`config.mk`:
```
export PLATFORM = sky130hd
export DESIGN_NAME = dsa_host_arbiter
export DESIGN_NICKNAME = d
export VERILOG_FILES = /design/src/rtl/dsa_host_arbiter.sv
export SDC_FILE = /design/constraint.sdc
export NUM_CORES = 1
export LEC_CHECK = 0
export ABC_AREA = 0
export ABC_CLOCK_PERIOD_IN_PS = 15520
export CAP_MARGIN = 5
export CORE_MARGIN = 1
export CORE_UTILIZATION = 45
export DETAILED_ROUTE_END_ITERATION = 8
export HOLD_SLACK_MARGIN = 0.1
export PLACE_DENSITY = 0.86
export SKIP_LAST_GASP = 1
export SYNTH_ARGS = -nofsm -noshare
export SYNTH_HDL_FRONTEND = slang
export SYNTH_SLANG_ARGS = --single-unit
```
`constraint.sdc`:
```
create_clock -name clk -period 15.52 [get_ports clk]
set_clock_uncertainty 0.15 [all_clocks]
set_input_delay 3.104 -clock clk [delete_from_list [all_inputs] [get_ports clk]]
set_output_delay 3.104 -clock clk [all_outputs]
set_load 0.005 [all_outputs]
```
`src/rtl/dsa_host_arbiter.sv`:
```
// dsa_host_arbiter: two-requester round-robin arbiter in front of a single
// downstream host port. Writes are posted (one per cycle); a read holds the
// port in WAIT_RD until h_rvalid or a timeout, which answers with DEAD_BEEF.
//
// Ports:
//   clk, rst                  clock, asynchronous active-high reset
//   m0_*/m1_*                 requester ports (address/read/write/writedata in,
//                             waitrequest/readdata/readdatavalid out)
//   h_wr_en/h_rd_en/h_addr/h_wdata   registered host request
//   h_rdata/h_rvalid          host read return
//   grant, busy, err_cnt      status: last owner, WAIT_RD flag, timeout count
module dsa_host_arbiter #(
    parameter int unsigned ADDR_WIDTH = 16,
    parameter int unsigned RD_TIMEOUT = 255
) (
    input  logic                  clk,
    input  logic                  rst,

    input  logic [ADDR_WIDTH-1:0] m0_address,
    input  logic                  m0_read,
    input  logic                  m0_write,
    input  logic [31:0]           m0_writedata,
    output logic                  m0_waitrequest,
    output logic [31:0]           m0_readdata,
    output logic                  m0_readdatavalid,

    input  logic [ADDR_WIDTH-1:0] m1_address,
    input  logic                  m1_read,
    input  logic                  m1_write,
    input  logic [31:0]           m1_writedata,
    output logic                  m1_waitrequest,
    output logic [31:0]           m1_readdata,
    output logic                  m1_readdatavalid,

    output logic                  h_wr_en,
    output logic                  h_rd_en,
    output logic [15:0]           h_addr,
    output logic [31:0]           h_wdata,
    input  logic [31:0]           h_rdata,
    input  logic                  h_rvalid,

    output logic [1:0]            grant,
    output logic                  busy,
    output logic [7:0]            err_cnt
);

    localparam int unsigned CNT_W   = 10;
    localparam logic [CNT_W-1:0] TMO_LIMIT = CNT_W'(RD_TIMEOUT);
    localparam logic [31:0] TMO_DATA = 32'hDEAD_BEEF;

    typedef enum logic {
        IDLE    = 1'b0,
        WAIT_RD = 1'b1
    } state_t;

    state_t state, state_n;

    logic             last_grant, last_grant_n;   // 0 = m0, 1 = m1
    logic             owner, owner_n;             // requester of in-flight read
    logic [CNT_W-1:0] tmo_cnt, tmo_cnt_n;

    logic        h_wr_en_n, h_rd_en_n;
    logic [15:0] h_addr_n;
    logic [31:0] h_wdata_n;
    logic [31:0] m0_readdata_n, m1_readdata_n;
    logic        m0_readdatavalid_n, m1_readdatavalid_n;
    logic [1:0]  grant_n;
    logic [7:0]  err_cnt_n;

    // Arbitration: m1 wins only when it alone is pending or it is its turn.
    logic                  pend0, pend1, sel, accept;
    logic [ADDR_WIDTH-1:0] sel_addr;
    logic [31:0]           sel_wdata;
    logic                  sel_write;

    assign pend0  = m0_read | m0_write;
    assign pend1  = m1_read | m1_write;
    assign sel    = (pend0 && pend1) ? ~last_grant : pend1;
    assign accept = (state == IDLE) && !rst && (pend0 || pend1);

    assign sel_addr  = sel ? m1_address   : m0_address;
    assign sel_wdata = sel ? m1_writedata : m0_writedata;
    assign sel_write = sel ? m1_write     : m0_write;

    // Acceptance is signalled combinationally in the accept cycle.
    assign m0_waitrequest = !(accept && !sel);
    assign m1_waitrequest = !(accept &&  sel);

    assign busy = (state == WAIT_RD);

    // Next-state and next-output logic.
    always_comb begin
        state_n            = state;
        last_grant_n       = last_grant;
        owner_n            = owner;
        tmo_cnt_n          = tmo_cnt;
        h_wr_en_n          = 1'b0;
        h_rd_en_n          = 1'b0;
        h_addr_n           = h_addr;
        h_wdata_n          = h_wdata;
        m0_readdata_n      = m0_readdata;
        m1_readdata_n      = m1_readdata;
        m0_readdatavalid_n = 1'b0;
        m1_readdatavalid_n = 1'b0;
        grant_n            = grant;
        err_cnt_n          = err_cnt;

        case (state)
            IDLE: begin
                if (accept) begin
                    h_addr_n     = 16'(sel_addr);
                    h_wdata_n    = sel_wdata;
                    grant_n      = sel ? 2'b10 : 2'b01;
                    last_grant_n = sel;
                    owner_n      = sel;
                    // Write takes priority when read and write are both high.
                    if (sel_write) begin
                        h_wr_en_n = 1'b1;
                    end else begin
                        h_rd_en_n = 1'b1;
                        tmo_cnt_n = '0;
                        state_n   = WAIT_RD;
                    end
                end
            end

            WAIT_RD: begin
                if (h_rvalid || (tmo_cnt + CNT_W'(1) == TMO_LIMIT)) begin
                    state_n = IDLE;
                    if (owner) begin
                        m1_readdata_n      = h_rvalid ? h_rdata : TMO_DATA;
                        m1_readdatavalid_n = 1'b1;
                    end else begin
                        m0_readdata_n      = h_rvalid ? h_rdata : TMO_DATA;
                        m0_readdatavalid_n = 1'b1;
                    end
                    if (!h_rvalid && (err_cnt != 8'hFF)) begin
                        err_cnt_n = err_cnt + 8'd1;
                    end
                end else begin
                    tmo_cnt_n = tmo_cnt + CNT_W'(1);
                end
            end

            default: state_n = IDLE;
        endcase
    end

    // State and output registers.
    always_ff @(posedge clk or posedge rst) begin
        if (rst) begin
            state            <= IDLE;
            last_grant       <= 1'b1;
            owner            <= 1'b0;
            tmo_cnt          <= '0;
            h_wr_en          <= 1'b0;
            h_rd_en          <= 1'b0;
            h_addr           <= '0;
            h_wdata          <= '0;
            m0_readdata      <= '0;
            m1_readdata      <= '0;
            m0_readdatavalid <= 1'b0;
            m1_readdatavalid <= 1'b0;
            grant            <= 2'b00;
            err_cnt          <= '0;
        end else begin
            state            <= state_n;
            last_grant       <= last_grant_n;
            owner            <= owner_n;
            tmo_cnt          <= tmo_cnt_n;
            h_wr_en          <= h_wr_en_n;
            h_rd_en          <= h_rd_en_n;
            h_addr           <= h_addr_n;
            h_wdata          <= h_wdata_n;
            m0_readdata      <= m0_readdata_n;
            m1_readdata      <= m1_readdata_n;
            m0_readdatavalid <= m0_readdatavalid_n;
            m1_readdatavalid <= m1_readdatavalid_n;
            grant            <= grant_n;
            err_cnt          <= err_cnt_n;
        end
    end

endmodule

```
# --- After elaboration in Yosys (flattened, before gate mapping) ---
# Cells that the tools add are included.
op_classes:
  n_addsub: 2
  eq_ne: 5
  n_mux: 24
  bitwise: 5
  n_reduce_logical: 18
op_table:
  columns: ["operator", "n"]
  rows:
  - ["2-to-1 mux 32 bit", 2]
  - ["2-to-1 mux 10 bit", 3]
  - ["case mux 10 bit (2 select lines)", 1]
  - ["2-to-1 mux 16 bit", 1]
  - ["2-to-1 mux 1 bit", 15]
  - ["AND reduction 3 bit", 4]
  - ["adder 10 x 1 -> 10 bit, second input constant", 1]
  - ["equality test 10 x 8 -> 1 bit, second input constant", 1]
  - ["adder 8 x 1 -> 8 bit, second input constant", 1]
  - ["!= test 8 bit, second input constant", 1]
  - ["logical AND 1 bit", 6]
  - ["!= test 2 bit, second input constant", 3]
  - ["zero test 1 bit", 5]
  - ["inverter 1 bit", 3]
  - ["logical OR 1 bit", 2]
  - ["2-to-1 mux 2 bit", 1]
  - ["bitwise OR 1 bit", 2]
  - ["case mux 1 bit (2 select lines)", 1]
  - ["AND reduction 2 bit", 1]
totals:
  regBits: 139
  output_inout_bits: 129
  elab_cells: 68

# --- Longest topological paths before layout ---
# Gate-level depths: netlist of run 1.
logic_depth:
  word_depth: 7
  depth_mapped: 10
  mapped_depth_nobuf: 9

# --- Least setup slack after synthesis of run 1 ---
# Ideal clock, no wire load.
synth_path:
  path_type: "input -> output"
  from: "input port rst"
  to: "output port m0_waitrequest"
  arrival_time_ps: 7214
  required_time_ps: 12266
  slack_ps: 5052
  stages: 6
  n_path_buf: 2
  cell_sequence: "inv_1 -> nand3_1 -> nor2b_1 -> clkbuf_1 -> clkbuf_1 -> inv_2"
synth_via:
  elab_chain_cells: 5
synth_lines:
  columns: ["item", "line_no", "source"]
  rows:
  - ["from (decl)", "17", "input logic rst,"]
  - ["zero test 1 bit (no line)", null, null]
  - ["logical AND 1 bit (2 in series)", "79", "assign accept = (state == IDLE) && !rst && (pend0 || pend1);"]
  - ["logical AND 1 bit", "86", "assign m0_waitrequest = !(accept && !sel);"]
  - ["zero test 1 bit", "86", null]
  - ["to (decl)", "23", "output logic m0_waitrequest,"]
# Every way passes these cells.

# --- Worst setup path in the final report of run 1 ---
# Same ends and word-level chain as after synthesis.

==> results of run 1 <==
[power breakdown]
| group | total, mW | switching [mW] | internal, mW |
|---|---|---|---|
| Sequential | 0.585 | 0.0912 | 0.494 |
| Combinational | 0.523 | 0.182 | 0.340 |
| Clock | 0.449 | 0.151 | 0.298 |
[per-stage QoR]
stage                       util  power (mW)  setup slack, ns  area, um^2
after detailed placement  0.6906       1.112            5.276        8399
after CTS                 0.7448       1.566            5.270        9057
after floorplan                -      0.7632            5.052        5692
after global routing      0.7448       1.635            4.993        9057
final                     0.7448       1.557            5.307        9057
after global placement    0.6906       1.090            5.379        8399
[sequential cells by signal (all words and copies together), names as in the netlist]
register / cells
h_wdata: 32
m0_readdata: 32
m1_readdata: 32
h_addr: 16
tmo_cnt: 10
err_cnt: 8
grant: 2
busy: 1
h_rd_en: 1
h_wr_en: 1
last_grant: 1
m0_readdatavalid: 1
m1_readdatavalid: 1
[cells by family (layout without fill, tap and decap cells)]
kind of cell / after synthesis / after routing
compound gates: 142 / 142
xor+xnor: 10 / 10
fa+ha+maj: 3 / 3
buf+inv: 43 / 309
flops: 138 / 138
mux: 4 / 4
simple gates: 155 / 155
[per-layer routing]
metal | vias to the layer above | track usage | wire length (um)
li1 | 2297 | - | -
met1 | 2460 | 0.3165 | 6502
met2 | 263 | 0.4642 | 8559
met3 | 28 | 0.08205 | 1678
met4 | 0 | 0.1056 | 382
met5 | - | 0 | 0
[worst min-delay path, delay by kind of cell (launching register included)]
kind	cells	cell delay, ns
flops	1	0.39
simple gates	2	0.09
[final timing paths]
check                            from               to  slack [ns]  cells past startpoint
max in group asynchronous         rst  m0_readdata[10]       10.86                      3
max reg2reg                      busy      h_wdata[30]       12.02                      5
min in group asynchronous         rst       err_cnt[7]        3.04                      2
min reg2reg                last_grant       last_grant        0.33                      2
max                               rst   m0_waitrequest        5.31                      6
min                        last_grant       last_grant        0.33                      2
[layout by cell type (no fill, tap or decap), types with 2 or more instances in the layout]
cell	n
xnor2_1	9
clkbuf_16	17
buf_4	2
ha_1	3
inv_1	7
clkinvlp_4	2
nand2b_1	2
nand2_1	110
nor3_1	5
nor2_4	2
nor2b_1	3
clkbuf_8	3
nand3_2	2
a21oi_1	7
clkdlybuf4s50_1	263
inv_2	3
inv_6	5
o22ai_1	3
o21ai_4	2
nor2_1	5
bufinv_16	5
and3_1	4
dfrtp_1	137
and2_1	2
o22a_1	48
mux2_1	2
o21ai_1	6
a31oi_1	3
mux2i_1	2
nand3_1	6
or4_1	2
a22oi_1	48
a22o_1	16
nand4_1	4
[layout make-up]
class / instances / area, um^2
flip-flops and latches: 138 / 3455
fillers: 814 / 3104
repair buffers: 265 / 2648
multi-input cells: 314 / 2023
clock buffers: 21 / 470.5
well taps: 168 / 210.2
clock inverters: 10 / 187.7
inverters: 13 / 63.81
==> metrics.md, run 1 <==
| Metric | Value |
|---|---|
| Status | finished, final reports clean |
| Inserted Diodes | 0 |
| Worst Setup End Kind | primary output |
| Max-slew violations | 0 |
| Async SR Flop Fraction | 1.000 |
| Die H | 114.5 um |
| Setup CP Type | primary input to primary output |
| CP cell instances | clkdlybuf4s50_1 > inv_6 > nand3_2 > nor2b_4 > inv_2 > clkdlybuf4s50_1 |
| DP HPWL | 12210 um |
| Initial Util | 0.4680 |
| Syn Nets | 633 |
| Yosys reg bits | 138 |
| Peak supply drop | 0.07669 mV |
| Worst-path fanout max | 67 |
| Wire per inst | 18.43 um |
| Placed cells | 898 |
| Setup TNS | 0 ns |
| CTS tree | yes |
| Initial antenna violation count | 0 |
| Synthesized cell area | 5692 um^2 |
| Synth area leaders | dfrtp_1, o22a_1, nand2_1 |
| Mux contribution to synthesized area | 0.007474 |
| Area Growth Syn to Fin | 59.13% |
| CTS HTree Levels | 4 |
| Yosys warns | 0 |
| Via count | 5048 |
| DR DRC count | 0 |
| First-pass GRT wire length | 26860 um |
| Final Non-Filler Cells | 929 |
| Final Hold Slack | 0.3330 ns |
| Crit share post-route | 0.6580 |
| Die area | 13100 um^2 |
| Primary FF master, synth | dfrtp_1 |
| TritonRoute pass-1 iters | 6 |
| Die Wd | 114.5 um |
| Top delay family on crit path | simple AND/OR/NAND/NOR gates |
| Lkg Pwr | 3.849 nW |
| CTS Buffer Depth | 2 |
| Register area share after synthesis | 0.6069 |
| Final ANT Viol Nets | 0 |
| Number of max-cap violations | 0 |
| Clock sink total | 138 |
| FMAX | 97.92 MHz |
| Main combinational cell family by area after synthesis | compound AO/OA/AOI/OAI gates |
| Area of the core | 12160 um^2 |
| Most common cell in the synthesized netlist | dfrtp_1 |
| Buffers added on ports | 263 |
| Synth cell count leaders | dfrtp_1, nand2_1, a22oi_1, o22a_1, a22o_1 |
| Share of the synthesized area in the top cell type | 0.6023 |
| Tmin final | 10.21 ns |
| Via/cell ratio | 5.434 |
| Slowest cell on crit path | nor2b_4 |
| # hold bufs at CTS | 0 |
| Netlist cell types | 51 |
| Final Hold Viols | 0 |
| Final WL | 17120 um |
| Largest net degree at the start of global routing | 74 |
| HP Class | flop to flop |
| Site row count | 40 |
| Area leader, netlist | dfrtp_1 |
| Power per cell area | 171.9 nW/um^2 |
| Avg Synthesized Cell Area | 11.50 um^2 |
| Syn Inst Count | 495 |
| RSZ-0062 raised after global routing | no |
| Worst-Margin Slew | 1.186 ns |
| Compound-Gate Fraction of Synth Area | 0.2003 |
| Root Buffer Master | clkbuf_16 |
| Critical Path AT | 6.96 ns |
| Later-pin clock latency in the skew report | 0.41 ns |
| Fin nets | 887 |
| Vias in the first global route | 5202 |
| Adder-cell area share of the yosys netlist | 0.006595 |
| Drt initial violations | 300 |
| Setup bufs post-CTS | 0 |
| Worst path required time | 12.27 ns |
| Post-synth EDFFs | 0 |
| Ports | 264 |
| Clock slew at reported path FFs | 0.06 ns |
| CP Launch Type | primary input |
| Final setup fails | 0 |
| Routability cong. | 0.8661 |
| Layout cells sized above 1 | 0.06833 |
| Total track usage | 0.2699 |
| Resized Gates After CTS | 0 |
| Post-synthesis simple-gate area fraction | 0.1227 |
| Relative max-transition margin | 0.2077 |
| CP dominant cell by count | clkdlybuf4s50_1 |
| CTS buffer count | 17 |
| Total grt overflow | 0 |
| Max stage delay on crit path | 1.30 ns |
| Synth Area in XOR/XNOR | 0.01539 |
| Buf+Inv Stages, Crit Path | 4 |
(Power assumes the default switching activity.)
==> inputs of run 2 (changes only) <==
--- a/config.mk
+++ b/config.mk
@@ -6,13 +6,13 @@
 export NUM_CORES = 1
 export LEC_CHECK = 0
 export ABC_AREA = 0
-export ABC_CLOCK_PERIOD_IN_PS = 15520
+export ABC_CLOCK_PERIOD_IN_PS = 10630
 export CAP_MARGIN = 5
 export CORE_MARGIN = 1
-export CORE_UTILIZATION = 45
+export CORE_UTILIZATION = 41
 export DETAILED_ROUTE_END_ITERATION = 8
 export HOLD_SLACK_MARGIN = 0.1
-export PLACE_DENSITY = 0.86
+export PLACE_DENSITY = 0.8
 export SKIP_LAST_GASP = 1
 export SYNTH_ARGS = -nofsm -noshare
 export SYNTH_HDL_FRONTEND = slang
==> constraint.sdc (replaced) <==
create_clock -name clk -period 10.63 [get_ports clk]
set_clock_uncertainty 0.15 [all_clocks]
set_input_delay 2.126 -clock clk [delete_from_list [all_inputs] [get_ports clk]]
set_output_delay 2.126 -clock clk [all_outputs]
set_load 0.005 [all_outputs]
==> run 2 against run 1 <==
Die area grew 9.6%; worst setup slack got worse by 1.8 ns; power up 40%; core utilization fell by 7.5 points; sequential share of layout area up 0.33 points; clock-buffer cell count shrank 2; sequential cell count unchanged; wire length shrank 2.1%; cell count rose by 1.1%; first-iteration DRC count up 35%; global-route usage decreased by 3.2 points; via count down 0.30%; critical endpoint unchanged; largest cell class unchanged.
==> metrics.md, run 2 (synthesis gave the netlist of run 1 again) <==
| Metric | Value |
|---|---|
| Crit share post-route | 0.6670 |
| Worst Setup End Kind | primary output |
| Initial antenna violation count | 0 |
| Critical Path AT | 4.81 ns |
| Ports | 264 |
| Max-slew violations | 0 |
| Later-pin clock latency in the skew report | 0.40 ns |
| Vias in the first global route | 5060 |
| Fillers | 1008 |
| Worst-Margin Slew | 1.114 ns |
| Critical path startpoint | rst |
| HP Class | flop to flop |
| Peak supply drop | 0.1069 mV |
| Register share of total power | 0.396 |
| Tmin final | 7.091 ns |
| TritonRoute pass-1 iters | 5 |
| First-pass GRT wire length | 26340 um |
| Critical path endpoint | m0_waitrequest |
| RR Startpoint | tmo_cnt[0] |
| Final setup fails | 0 |
| FMAX | 141.0 MHz |
| Via/cell ratio | 5.360 |
| Area of the core | 13400 um^2 |
| Total track usage | 0.2378 |
| Area Growth Syn to Fin | 57.75% |
| Via count | 5033 |
| Final WL | 16770 um |
| Int Power | 1.548 mW |
| CTS buffer count | 17 |
| DR DRC count | 0 |
| Drt initial violations | 404 |
| Clock group share of total power | 0.255 |
| Power per cell area | 242.0 nW/um^2 |
| Sw Share | 0.2876 |
| Worst path required time | 8.35 ns |
| FF-to-FF setup slack | 8.09 ns |
| Die area | 14360 um^2 |
| Final core occ | 0.6700 |
| Fin nets | 888 |
| DP HPWL | 12310 um |
| Clock slew at reported path FFs | 0.06 ns |
| Site row count | 42 |
| # hold bufs at CTS | 0 |
| RSZ-0062 raised after global routing | no |
| CTS HTree Levels | 4 |
| Initial Util | 0.4247 |
| Commonest non-fill, non-tap cells in the layout | clkdlybuf4s50_1, dfrtp_1, nand2_1 |
| Final ANT Viol Nets | 0 |
| CTS Buffer Depth | 2 |
| Total grt overflow | 0 |
| Combinational Power Share | 0.349 |
| Setup CP Type | primary input to primary output |
| CP Launch Type | primary input |
| Clock sink total | 138 |
| Worst-path fanout max | 80 |
| Setup bufs post-CTS | 0 |
| Relative max-transition margin | 0.2558 |
| Biggest regs | h_wdata (32), m0_readdata (32), m1_readdata (32) |
| Worst R2R End | err_cnt[1] |
| Switching component of the power | 0.6249 mW |
| Number of max-cap violations | 0 |
| Setup TNS | 0 ns |
| Die H | 119.8 um |
| Final Hold Viols | 0 |
| Resized Gates After CTS | 0 |
| Largest net degree at the start of global routing | 81 |
| CTS tree | yes |
| Wire per inst | 17.86 um |
| Status | finished, final reports clean |
| Routability cong. | 0.8771 |
| Layout cells sized above 1 | 0.07077 |
| Inserted Diodes | 0 |
| Die Wd | 119.8 um |
| Lkg Pwr | 3.803 nW |
| Commonest non-fill, non-tap cell in the layout | clkdlybuf4s50_1 |
| Root Buffer Master | clkbuf_16 |
| Buffers added on ports | 263 |
| R2R depth | 6 |
==> run 2: changes by cell type in the layout (fill, tap and decap cells not counted), moves of 2 or more <==
cell | previous run | this run
clkinvlp_4 | 2 | 4
clkbuf_8 | 3 | 1
bufinv_16 | 5 | 1
clkinv_4 | 0 | 2
clkinv_2 | 1 | 3
==> run 2: routing by layer <==
layer | vias to the layer above | global-route usage | routed length, um
li1 | 2303 | - | -
met1 | 2465 | 0.2980 | 6839
met5 | - | 0 | 0
met4 | 0 | 0.08359 | 290
met2 | 244 | 0.3988 | 8362
met3 | 21 | 0.05989 | 1279
==> run 2: layout make-up <==
class                      instances  area [um^2]  area share
multi-input combinational        314         2023      0.2253
tap                              176        220.2     0.02453
clock inverter                    13        118.9     0.01324
clock buffer                      19        442.9     0.04933
timing repair buffer             266         2655      0.2957
sequential                       138         3455      0.3848
inverter                          13        63.81    0.007107
==> run 2: critical path, cell delays in order <==
cell,delay (ns)
clkdlybuf4s50_1,0.51
inv_6,0.57
nand3_2,0.21
nor2b_4,0.90
inv_2,0.03
clkdlybuf4s50_1,0.47
==> run 2: how the worst min path moves through the flow <==
stage | end | start | depth (start not counted) | slack [ns]
2_1_floorplan | last_grant | last_grant | 2 | 0.30
3_3_place_gp | last_grant | last_grant | 2 | 0.32
3_5_place_dp | last_grant | last_grant | 2 | 0.32
4_1_cts | last_grant | last_grant | 2 | 0.33
5_1_grt | last_grant | last_grant | 2 | 0.35
6_report | last_grant | last_grant | 2 | 0.33
==> run 2: stage by stage <==
stage | area (um^2) | power (mW) | hold WS (ns) | worst slack, ns | std cells
after floorplan | 5692 | 1.114 | 0.3000 | 2.118 | 495
after detailed placement | 8417 | 1.628 | 0.3209 | 3.486 | 907
final | 8979 | 2.173 | 0.3290 | 3.539 | 939
after CTS | 8979 | 2.189 | 0.3288 | 3.480 | 939
after global placement | 8417 | 1.602 | 0.3188 | 3.545 | 907
after global routing | 8979 | 2.290 | 0.3538 | 3.297 | 939
==> run 2: power by group through the flow <==
stage               clock network (mW)  logic [mW]  registers (mW)
detailed placement                   0       0.765           0.863
global route                     0.591       0.816           0.883
CTS                              0.564       0.767           0.858
global placement                     0       0.748           0.854
finish                           0.554       0.758           0.861
floorplan                            0       0.262           0.852
